===== src/rtl/mem_access_stage.sv =====
// Purpose     : pipeline MEM stage; data-memory req/ack handshake with timeout, big-endian sub-word stores and loads, registered WB fields.
// Latency     : 1 cycle for non-memory ops; memory ops take 2 cycles plus 1 per wait state (or TIMEOUT+1 cycles on bus error).
// Backpressure: stall_out holds upstream from acceptance of a memory op until the cycle that acks or times out it.
//
// Ports: clk/reset (sync, active-high); EX/MEM fields *_in; dmem_* data-memory request bus (dmem_req registered);
//        stall_out to upstream; MEM/WB fields *_out, all registered, plus single-cycle buserr_out / misalign_out.
// Build option: define MEM_MISALIGN_TRAP_EN to trap misaligned half/word accesses instead of forcing alignment.
// Bit numbering is big-endian throughout: bit 0 is the MSB, byte lane 0 is bits [0:7] at address offset 0.
module mem_access_stage #(
    parameter int ADDR_W  = 32,
    parameter int TIMEOUT = 15
) (
    input  logic              clk,
    input  logic              reset,
    input  logic              valid_in,
    input  logic [0:31]       nextPC_in,
    input  logic [0:4]        destReg_in,
    input  logic [0:31]       aluResult_in,
    input  logic [0:31]       storeData_in,
    input  logic              PCtoReg_in,
    input  logic              RegWrite_in,
    input  logic              MemToReg_in,
    input  logic              MemWrite_in,
    input  logic              loadSign_in,
    input  logic [0:1]        DSize_in,
    output logic              dmem_req,
    output logic              dmem_we,
    output logic [0:ADDR_W-1] dmem_addr,
    output logic [0:31]       dmem_wdata,
    output logic [0:3]        dmem_be,
    input  logic [0:31]       dmem_rdata,
    input  logic              dmem_ack,
    output logic              stall_out,
    output logic              valid_out,
    output logic              PCtoReg_out,
    output logic              RegWrite_out,
    output logic              MemToReg_out,
    output logic [0:31]       nextPC_out,
    output logic [0:31]       aluResult_out,
    output logic [0:31]       dataOut_out,
    output logic [0:4]        destReg_out,
    output logic              buserr_out,
    output logic              misalign_out
);

    localparam logic [0:0] IDLE   = 1'b0;
    localparam logic [0:0] ACCESS = 1'b1;

    // waitCnt counts completed no-ack ACCESS cycles; the timeout fires in the
    // TIMEOUT-th ACCESS cycle, i.e. while waitCnt == TIMEOUT-1.
    localparam int CNT_W   = (TIMEOUT > 1) ? $clog2(TIMEOUT) : 1;
    localparam int TO_LAST = (TIMEOUT > 0) ? TIMEOUT - 1 : 0;

    typedef struct packed {
        logic [0:31]       nextPC;
        logic [0:4]        destReg;
        logic [0:31]       aluResult;
        logic [0:31]       wdata;
        logic [0:3]        be;
        logic [0:ADDR_W-1] addr;
        logic [0:1]        dSize;
        logic              loadSign;
        logic              pcToReg;
        logic              regWrite;
        logic              memToReg;
        logic              memWrite;
    } hold_t;

    logic [0:0]       stateQ;
    logic [CNT_W-1:0] waitCnt;
    hold_t            holdQ;
    hold_t            holdD;

    logic        memOp;
    logic        misalign;
    logic        isHalf;
    logic        isWord;
    logic        inAccess;
    logic        timeoutHit;
    logic [0:1]  inOff;
    logic [0:1]  effOff;
    logic [0:1]  heldOff;
    logic [0:7]  laneB;
    logic [0:15] laneH;
    logic [0:31] loadData;

    // Request-side decode: everything the ACCESS phase drives is precomputed
    // here and captured in holdQ so the dmem bus comes straight from flops.
    always_comb begin
        isHalf = (DSize_in == 2'b01);
        isWord = DSize_in[0];
        memOp  = valid_in & (MemToReg_in | MemWrite_in);
        inOff  = aluResult_in[30:31];
        effOff = isWord ? 2'b00 : (isHalf ? {inOff[0], 1'b0} : inOff);
`ifdef MEM_MISALIGN_TRAP_EN
        // Misaligned exactly when forcing alignment would change the offset.
        misalign = memOp & (effOff != inOff);
`else
        misalign = 1'b0;
`endif
        holdD.nextPC    = nextPC_in;
        holdD.destReg   = destReg_in;
        holdD.aluResult = aluResult_in;
        holdD.addr      = aluResult_in[32-ADDR_W:31];
        holdD.addr[ADDR_W-2:ADDR_W-1] = effOff;
        holdD.dSize     = DSize_in;
        holdD.loadSign  = loadSign_in;
        holdD.pcToReg   = PCtoReg_in;
        holdD.regWrite  = RegWrite_in;
        holdD.memToReg  = MemToReg_in;
        holdD.memWrite  = MemWrite_in;
        if (isWord) begin
            holdD.be    = 4'b1111;
            holdD.wdata = storeData_in;
        end else if (isHalf) begin
            holdD.be    = effOff[0] ? 4'b0011 : 4'b1100;
            holdD.wdata = {2{storeData_in[16:31]}};
        end else begin
            holdD.be    = 4'b1000 >> effOff;
            holdD.wdata = {4{storeData_in[24:31]}};
        end
    end

    // Load-side lane select and extension, using the offset as issued.
    always_comb begin
        heldOff = holdQ.addr[ADDR_W-2:ADDR_W-1];
        case (heldOff)
            2'd0:    laneB = dmem_rdata[0:7];
            2'd1:    laneB = dmem_rdata[8:15];
            2'd2:    laneB = dmem_rdata[16:23];
            default: laneB = dmem_rdata[24:31];
        endcase
        laneH = heldOff[0] ? dmem_rdata[16:31] : dmem_rdata[0:15];
        if (holdQ.dSize[0]) begin
            loadData = dmem_rdata;
        end else if (holdQ.dSize[1]) begin
            loadData = {{16{holdQ.loadSign & laneH[0]}}, laneH};
        end else begin
            loadData = {{24{holdQ.loadSign & laneB[0]}}, laneB};
        end
    end

    assign inAccess   = (stateQ == ACCESS);
    assign timeoutHit = (TIMEOUT > 0) && inAccess && !dmem_ack && (waitCnt == CNT_W'(TO_LAST));
    assign stall_out  = (!inAccess & memOp & !misalign) | (inAccess & !dmem_ack & !timeoutHit);

    assign dmem_req   = inAccess;
    assign dmem_we    = inAccess & holdQ.memWrite;
    assign dmem_addr  = holdQ.addr;
    assign dmem_wdata = holdQ.wdata;
    assign dmem_be    = holdQ.be;

    always_ff @(posedge clk) begin
        if (reset) begin
            stateQ        <= IDLE;
            waitCnt       <= '0;
            holdQ         <= '0;
            valid_out     <= 1'b0;
            PCtoReg_out   <= 1'b0;
            RegWrite_out  <= 1'b0;
            MemToReg_out  <= 1'b0;
            nextPC_out    <= '0;
            aluResult_out <= '0;
            dataOut_out   <= '0;
            destReg_out   <= '0;
            buserr_out    <= 1'b0;
            misalign_out  <= 1'b0;
        end else begin
            // Bubble unless one of the branches below completes something.
            valid_out     <= 1'b0;
            PCtoReg_out   <= 1'b0;
            RegWrite_out  <= 1'b0;
            MemToReg_out  <= 1'b0;
            nextPC_out    <= '0;
            aluResult_out <= '0;
            dataOut_out   <= '0;
            destReg_out   <= '0;
            buserr_out    <= 1'b0;
            misalign_out  <= 1'b0;
            if (!inAccess) begin
                if (memOp && !misalign) begin
                    holdQ   <= holdD;
                    waitCnt <= '0;
                    stateQ  <= ACCESS;
                end else begin
                    // Pass-through; a trapped misaligned access also lands here.
                    valid_out     <= valid_in;
                    PCtoReg_out   <= PCtoReg_in;
                    RegWrite_out  <= RegWrite_in & !misalign;
                    MemToReg_out  <= MemToReg_in;
                    nextPC_out    <= nextPC_in;
                    aluResult_out <= aluResult_in;
                    destReg_out   <= destReg_in;
                    misalign_out  <= misalign;
                end
            end else if (dmem_ack || timeoutHit) begin
                valid_out     <= 1'b1;
                PCtoReg_out   <= holdQ.pcToReg;
                RegWrite_out  <= holdQ.regWrite & !timeoutHit;
                MemToReg_out  <= holdQ.memToReg;
                nextPC_out    <= holdQ.nextPC;
                aluResult_out <= holdQ.aluResult;
                destReg_out   <= holdQ.destReg;
                dataOut_out   <= dmem_ack ? loadData : '0;
                buserr_out    <= timeoutHit;
                stateQ        <= IDLE;
            end else begin
                waitCnt <= waitCnt + 1'b1;
            end
        end
    end

endmodule

===== config.mk =====
export PLATFORM = sky130hd
export DESIGN_NAME = mem_access_stage
export DESIGN_NICKNAME = d
export VERILOG_FILES = /design/src/rtl/mem_access_stage.sv
export SDC_FILE = /design/constraint.sdc
export NUM_CORES = 1
export LEC_CHECK = 0
export ABC_AREA = 1
export ABC_CLOCK_PERIOD_IN_PS = 1660
export CAP_MARGIN = 20
export CORE_AREA = 2 2 195 197
export CTS_CLUSTER_SIZE = 16
export DETAILED_ROUTE_END_ITERATION = 10
export DIE_AREA = 0 0 197 199
export GPL_ROUTABILITY_DRIVEN = 0
export PLACE_DENSITY = 0.54
export SLEW_MARGIN = 20
export SYNTH_ARGS = -nofsm -noshare
export SYNTH_HDL_FRONTEND = slang
export SYNTH_SLANG_ARGS = --single-unit

===== constraint.sdc =====
create_clock -name clk -period 1.66 [get_ports clk]
set_input_delay 0.166 -clock clk [delete_from_list [all_inputs] [get_ports clk]]
set_output_delay 0.166 -clock clk [all_outputs]
set_load 0.005 [all_outputs]

==> run summary, run 1 <==
The flow ran to the end, and the final reports show no timing, DRC or antenna violations. For the pin with the worst max-slew slack, the measured transition is 0.7292 ns. The tightest min-delay check is of the primary input to flop type. The final layout contains 1618 nets. Setup repair after global routing could not meet its margin everywhere.

The number of endpoints with negative hold slack in the final report came out at 0. Setup violations remaining at the end of the flow were counted as 0. The placed instance count came out at 1910. The worst stage delay on the critical path is 0.54 ns.

The signal on the critical path passes through clkdlybuf4s50_1. The number of routed nets with antenna violations is 0. The mean post-synth cell area is 7.516 um^2. The number of buffers added by the clock tree synthesis step came out at 28. The routed length on met2 came out at 15120 um. The critical path buffer and inverter count is 1. The final count of pins violating max slew came out at 0. The number of flops mapped to enable cells by yosys came out at 0. The number of filler instances in the final layout came out at 3859.

Row generation in the floorplan step produced 71 rows. The adder-cell share of the synthesized area is 0.2736%. In the synthesized netlist, the number of instances is 1217. The first global-routing pass estimated 50700 um of wire.

The fraction of synthesized cell area in xor and xnor cells came out at 0%. The DRC marker count from the first detailed-route iteration is 552. The wire length per cell came out at 16.78 um. The clock slew seen by the registers of the worst setup and hold paths is 0.06 ns. On the critical path, the stage with the largest delay is an instance of clkdlybuf4s50_1.

When the netlist entered floorplanning its net count stood at 1363. Compared with the post-synthesis result, the final layout area differs by 50.36%. After synthesis the netlist holds a flip-flop and latch count of 225. The number of antenna violations at the first check in global routing came out at 1. Global routing used 16.37% of the available tracks. The utilization after layout is 37.04%. The highest net fanout along the worst path is 3. The portion of netlist area occupied by mux cells is 0%.

Summing the areas of all compound-gate instances in the mapped netlist gives 10.38% of the synthesized area. The horizontal extent of the die is 197 um. The highest metal layer carrying signal wires in the routed design is met4. The synthesized netlist devotes 28.92% of its cell area to simple gates.

For this run, the detailed router's first-pass iteration total came to 5. Across the run, the number of max-cap violations was 0. After synthesis, the largest family of logic cells by area is simple AND/OR/NAND/NOR gates. Total power for the finished layout comes to 14.04 mW. 322 I/O pins were placed. The placeable core area is 0.03713 mm^2. The clock net sink count is 225. The effective utilization at floorplan came out at 24.63%. The overall via count from detail_route is 8950. The type of element launching the critical path is a flop. The latest clock arrival within the worst-skew pair came out at 0.54 ns. The worst setup path is of the flop to output pin kind.

The met1 wire length is 14480 um. Timing would allow up to 617.8 MHz. The top cell type by total area after synthesis is dfxtp_1. The required time of the critical path came out at 1.49 ns. Summed over all nets, the half-perimeter wirelength after detailed placement is 22350 um. Broken down by cell family, the worst path's largest delay share belongs to buffers and inverters. For this run, the leading register cell type out of synthesis is dfxtp_1.

The post-detailed-routing wire length came out at 32970 um. nand2_1 is the most common cell in the netlist. Data on the critical path arrives at its endpoint at 1.45 ns. The die outline height came out at 199 um.

CTS built an H-tree with a depth of 1. For this design the ratio of total power to cell area is 1021 mW/mm^2. The post-route DRC violation count is 0. The top cell type's share of synthesized area is 49.24%. The fraction of registers with async set or reset after synthesis came out at 0%. The sort of element at the end of the critical path is an output pin. The largest vdd supply drop came out at 0.6748 mV. The TritonCTS clock tree is yes. Summed over all layers, the global routing overflow is 0. The worst path needs 1.619 ns of the cycle, external delays included. The via count of the first global-routing pass is 8915. The total leakage power is 5.639 nW.

The relative max-transition margin came out at 51.38%. The routed wire length on met3 is 2245 um. The number of warnings printed during yosys synthesis is 0.

The ratio of cells with drive above 1 in the final layout is 10.20%. The combined area of all synthesized cells is 0.009148 mm^2. After synthesis, the cell types taking the most area are dfxtp_1 (49%), nand2_1 (15%), nand3_1 (12%), a21oi_1 (7.3%), buf_4 (6.3%).

The largest net degree at the start of global routing is 60. The clock tree buffer depth came out at 3. After synthesis, the most frequently instantiated cells are nand2_1 (355), nand3_1 (226), dfxtp_1 (225), a21oi_1 (134), buf_4 (77). The non-filler instance count after layout came out at 1965. The floorplan die area came out at 0.03920 mm^2. The number of vias per cell after detailed routing came out at 4.555. The part of the cycle the worst path needs is 97.51%. The worst clock skew is 0.007410 ns. The clock tree root driver cell is clkbuf_16. The number of unique standard cell types used by synthesis came out at 28. The portion of the post-synthesis area used by sequential elements is 49.24%. The number of port buffers is 320.
## kinds of logic (layout without fill, tap and decap cells)
group / after synthesis / in the layout
buffers and inverters: 184 / 457
flip-flops: 225 / 225
other: 1 / 2
adder cells (fa/ha/maj): 2 / 2
AO/OA/AOI/OAI: 182 / 182
AND/OR/NAND/NOR: 623 / 623
## registers in the layout, summed over array words and instances, names as in the netlist, 2 cells and up
register / count
dmem_be: 4
nextPC_out: 32
dmem_addr: 2
dataOut_out: 32
waitCnt: 4
dmem_wdata: 32
aluResult_out: 32
destReg_out: 5
holdQ: 76
## timing repair
action / CTS / global route
hold buffers: 0 / 0
gates cloned: 1 / 0
pin swaps: 2 / 3
buffers inserted: 5 / 0
endpoints found under the setup margin: 57 / 88
resized for setup: 18 / 44
## per-layer routing
layer  global-route usage (%)  vias up
met3                    3.289       68
met4                    7.101        0
met2                    26.00      303
met5                        0        -
li1                         -     4454
met1                    21.58     4125
## stage by stage
step                      area (um^2)  setup slack (ns)  hold slack (ns)  TNS [ns]
after floorplan                  9148            0.3412           0.2445         0
after global placement          12620           -0.1978           0.4286    -6.247
after detailed placement        12620           -0.1749           0.4338    -7.961
after CTS                       13600          -0.06113          0.09474  -0.06113
after global routing            13750          -0.04787           0.1280   -0.2088
final                           13750           0.04136           0.1158         0
## worst paths after layout
check                          startpoint                        end  slack [ns]  cells after the start
setup / recovery   holdQ[92]$_SDFFE_PP0P_              dmem_addr[14]        0.04                      1
hold reg to reg   holdQ[109]$_SDFFE_PP0P_    holdQ[109]$_SDFFE_PP0P_        0.44                      2
setup reg to reg  waitCnt[0]$_SDFFE_PP0P_  destReg_out[0]$_SDFF_PP0_        0.08                     10
hold / removal                      reset    dmem_be[3]$_SDFFE_PP0P_        0.12                      3
## where the power goes
| group | switching (mW) | leakage (nW) | internal [mW] |
|---|---|---|---|
| logic | 1.10 | 3.35 | 1.11 |
| registers | 0.155 | 1.85 | 5.71 |
| clock network | 2.38 | 0.446 | 3.59 |
| total | 3.64 | 5.64 | 10.4 |
## area by class of cell
cell class	instances	area (um^2)	area share (%)
Antenna cell	1	2.502	0.01819
Clock buffer	39	824.5	5.995
Timing Repair Buffer	385	3895	28.32
Tap cell	474	593.1	4.312
Clock inverter	9	76.32	0.5549
Inverter	24	91.34	0.6641
Sequential cell	225	4516	32.83
Multi-Input combinational cell	808	3756	27.31
## cell usage in the layout (no fill, tap or decap), types with 2 or more instances in the layout
master           count
a31oi_1              8
buf_8                3
clkbuf_1             5
clkdlybuf4s50_1    306
buf_4               49
a21oi_2             19
inv_2                4
clkbuf_8             4
dlymetal6s2s_1       6
o211ai_1             5
nor2_2               2
clkinv_2             7
nand2_4              2
nor2_1              35
nand3_1            224
buf_12              12
nor2_4               2
o21ai_0             27
clkbuf_16           30
dfxtp_2              3
o22ai_1              2
buf_6                2
inv_1               18
a21oi_1            115
o31ai_1              2
dfxtp_1            220
nand2_2              2
nand3_2              2
dfxtp_4              2
nand2_1            352
dlygate4sd2_1        5
## worst min-delay path, stage by stage
cell    delay, ns
buf_4        0.13
buf_12       0.20
nor2_1       0.12
No activity file was read; power rests on OpenSTA's default activity.
==> inputs of run 2 (changes only) <==
Settings changed: CTS_CLUSTER_DIAMETER from default to 120.
==> run 2 against run 1 <==
Effect of this change: total power shrank 13%; final cell count down 1.3%; via count is 0.23% lower; setup slack better by 0.015 ns; largest power group is now sequential cells.
==> run summary, run 2 (synthesis results as in run 1) <==
The clock tree buffer depth is 3 (unchanged). The multi-input logic area came out at 0.003735 mm^2 (was 0.003756 mm^2). The number of iterations in the first detailed-routing pass is 5 (unchanged).

The number of buffers added by the clock tree synthesis step came out at 18 (was 28). The number of antenna violations at the first check in global routing is 1 (unchanged). The clock tree root driver cell is clkbuf_16 (unchanged).

The worst stage delay on the critical path is 0.49 ns (was 0.54 ns). The floorplan die area came out at 0.03920 mm^2 (unchanged). The storage element area is 0.004513 mm^2 (was 0.004516 mm^2). The part of the cycle the worst path needs is 96.59% (was 97.51%). The global-route wire length before repair was 50510 um (was 50700 um). The overall via count from detail_route came out at 8929 (was 8950). The critical path buffer and inverter count is 2 (was 1). The layout overhead on the synthesized area is 45.71% (was 50.36%). The slowest cell on the critical path is clkdlybuf4s50_1 (unchanged). The relative max-transition margin is 53.20% (was 51.38%). The number of endpoints with negative hold slack in the final report came out at 0 (unchanged). The minimum setup slack among reg-to-reg paths was 0.09 ns (was 0.08 ns).

The ratio of cells with drive above 1 in the final layout is 8.197% (was 10.20%). The highest net fanout along the worst path came out at 2 (was 3). The final count of pins violating max slew came out at 0 (unchanged).

The class of the tightest hold or removal check is primary input to flop (unchanged). The required time of the critical path came to 1.49 ns (about the same). Chain of cells forming the critical path: buf_8, clkdlybuf4s50_1 (was clkdlybuf4s50_1). The largest net degree at the start of global routing is 60 (unchanged). The number of filler instances in the final layout is 3899 (was 3859).

The total power divided by cell area is 914.1 mW/mm^2 (was 1021 mW/mm^2). The measured slew at the worst slew-check pin was 0.7020 ns (was 0.7292 ns). The post-layout net count came to 1608 (was 1618). The sort of element at the end of the critical path is an output pin (unchanged).

The number of flip-flops in the largest register came to 76 (unchanged). The clock net sink count is 225 (unchanged). The kind of critical path is flop to output pin (unchanged). The DRC marker count from the first detailed-route iteration is 571 (was 552). The type of element launching the critical path is a flop (unchanged). The logic gate share of total power came out at 18.2% (was 15.8%). Most frequent cells in the layout: nand2_1 (352), clkdlybuf4s50_1 (315), nand3_1 (225), dfxtp_1 (222), a21oi_1 (122) (was nand2_1 (352), clkdlybuf4s50_1 (306), nand3_1 (224), dfxtp_1 (220), a21oi_1 (115)).

The all-layer global routing usage is 16.24% (was 16.37%). The top-level I/O count came out at 322 (unchanged). The post-detailed-routing wire length came to 32990 um (was 32970 um).

The clock slew seen by the registers of the worst setup and hold paths came out at 0.07 ns (was 0.06 ns). The number of vias per cell after detailed routing is 4.605 (was 4.555). The latest clock arrival within the worst-skew pair came out at 0.50 ns (was 0.54 ns).

The kind of cell adding the most delay to the critical path was buffers and inverters (unchanged). The wire length per cell is 17.02 um (was 16.78 um). The final critical path time including I/O delays and setup came out at 1.603 ns (was 1.619 ns). The final-report setup violation count came out at 0 (unchanged). The post-route DRC violation count came out at 0 (unchanged).

The effective utilization at floorplan is 24.63% (unchanged). The peak clock frequency supported by timing came out at 623.7 MHz (was 617.8 MHz). The switching fraction of total power was 27.10% (was 25.90%).

The number of maximum-capacitance violations is 0 (unchanged). The number of port buffers is 320 (unchanged). The portion of total power attributed to sequential cells came out at 48.0% (was 41.7%). The worst clock skew came out at 0.02067 ns (was 0.007410 ns). The placeable core area came out at 0.03713 mm^2 (unchanged). The TritonCTS clock tree was yes (unchanged). The largest register by flop count is holdQ (unchanged). The standard-cell row count was 71 (unchanged).

The leading cell type in the layout, fill and taps excluded is nand2_1 (unchanged). The worst hold slack came out at 0.1686 ns (was 0.1158 ns). The reported net switching power came out at 3.302 mW (was 3.637 mW).

The total leakage power came out at 5.345 nW (was 5.639 nW). The HPWL reported at the end of detailed placement was 22350 um (unchanged). The largest vdd supply drop is 0.7924 mV (was 0.6748 mV). The total of hold buffers inserted after clock tree synthesis came out at 0 (unchanged). The share of total power in the clock network is 33.7% (was 42.5%). The data arrival time of the critical path was 1.44 ns (was 1.45 ns). The die outline height came to 199 um (unchanged). Status: complete, no violations (unchanged). The via count of the first global-routing pass came to 8771 (was 8915). The number of routed nets with antenna violations is 0 (unchanged). The CTS H-tree depth is 1 (unchanged).

The post-route setup TNS came out at 0 ns (unchanged). The cell-internal power came out at 8.882 mW (was 10.40 mW). The remaining global-route overflow is 0 (unchanged). The horizontal extent of the die was 197 um (unchanged).
[run 2: cell types whose count changed in the layout (fill, tap and decap cells not counted), sizes merged, moves of 3 or more]
cell           previous run  this run
clkbuf                   39        21
clkdlybuf4s50           306       315
clkinv                    9         2
dlymetal6s2s              6         1
dlygate4sd2               5         2
[run 2: cell type report]
cell class,count,share of cell area (%)
Sequential cell,225,33.86
Timing Repair Buffer,385,29.22
Multi-Input combinational cell,808,28.02
Tap cell,474,4.449
Clock buffer,21,3.623
Inverter,24,0.6853
Clock inverter,1,0.1220
Antenna cell,1,0.01877
[run 2: worst paths after layout]
kind / cells after the start / startpoint / to
setup / recovery: 2 / dmem_addr[30]$_SDFFE_PP0P_ / dmem_addr[30]
hold / removal: 4 / reset / dmem_be[0]$_SDFFE_PP0P_
setup reg to reg: 9 / waitCnt[0]$_SDFFE_PP0P_ / nextPC_out[11]$_SDFF_PP0_
hold reg to reg: 2 / holdQ[108]$_SDFFE_PP0P_ / holdQ[108]$_SDFFE_PP0P_
[run 2: tightest hold or removal path: cells and delay by family]
family | cells | cell delay (ns)
buffers and inverters | 2 | 0.31
and+or+nand+nor | 2 | 0.15
[run 2: per-stage QoR]
step	power (mW)	instances	setup WS (ns)	utilization [%]	instance area [um^2]
3_3_place_gp	8.132	1910	-0.1978	33.97	12620
4_1_cts	12.36	1937	-0.004566	35.54	13200
3_5_place_dp	8.146	1910	-0.1749	33.97	12620
2_1_floorplan	6.972	1217	0.3412	-	9148
5_1_grt	12.77	1939	-0.004503	35.90	13330
6_report	12.18	1939	0.05661	35.90	13330
[run 2: layer usage]
layer	vias up	wire length, um	global-route usage [%]
li1	4412	-	-
met1	4161	14740	21.72
met2	300	15340	26.58
met3	56	1936	2.730
met4	0	980	5.375
met5	-	0	0
[run 2: what timing repair did]
| item | CTS | global route |
|---|---|---|
| buffers inserted | 4 | 1 |
| setup endpoints to repair | 60 | 81 |
| gates resized for setup | 15 | 31 |
| pin swaps | 2 | 4 |
| gates cloned | 1 | 0 |
[run 2: power groups by stage]
stage,Clock [mW],Sequential (mW),Combinational [mW]
6_report,4.11,5.85,2.22
5_1_grt,4.46,5.89,2.43
4_1_cts,4.29,5.85,2.21
3_5_place_dp,0,5.98,2.17
3_3_place_gp,0,5.97,2.16
2_1_floorplan,0,5.95,1.03
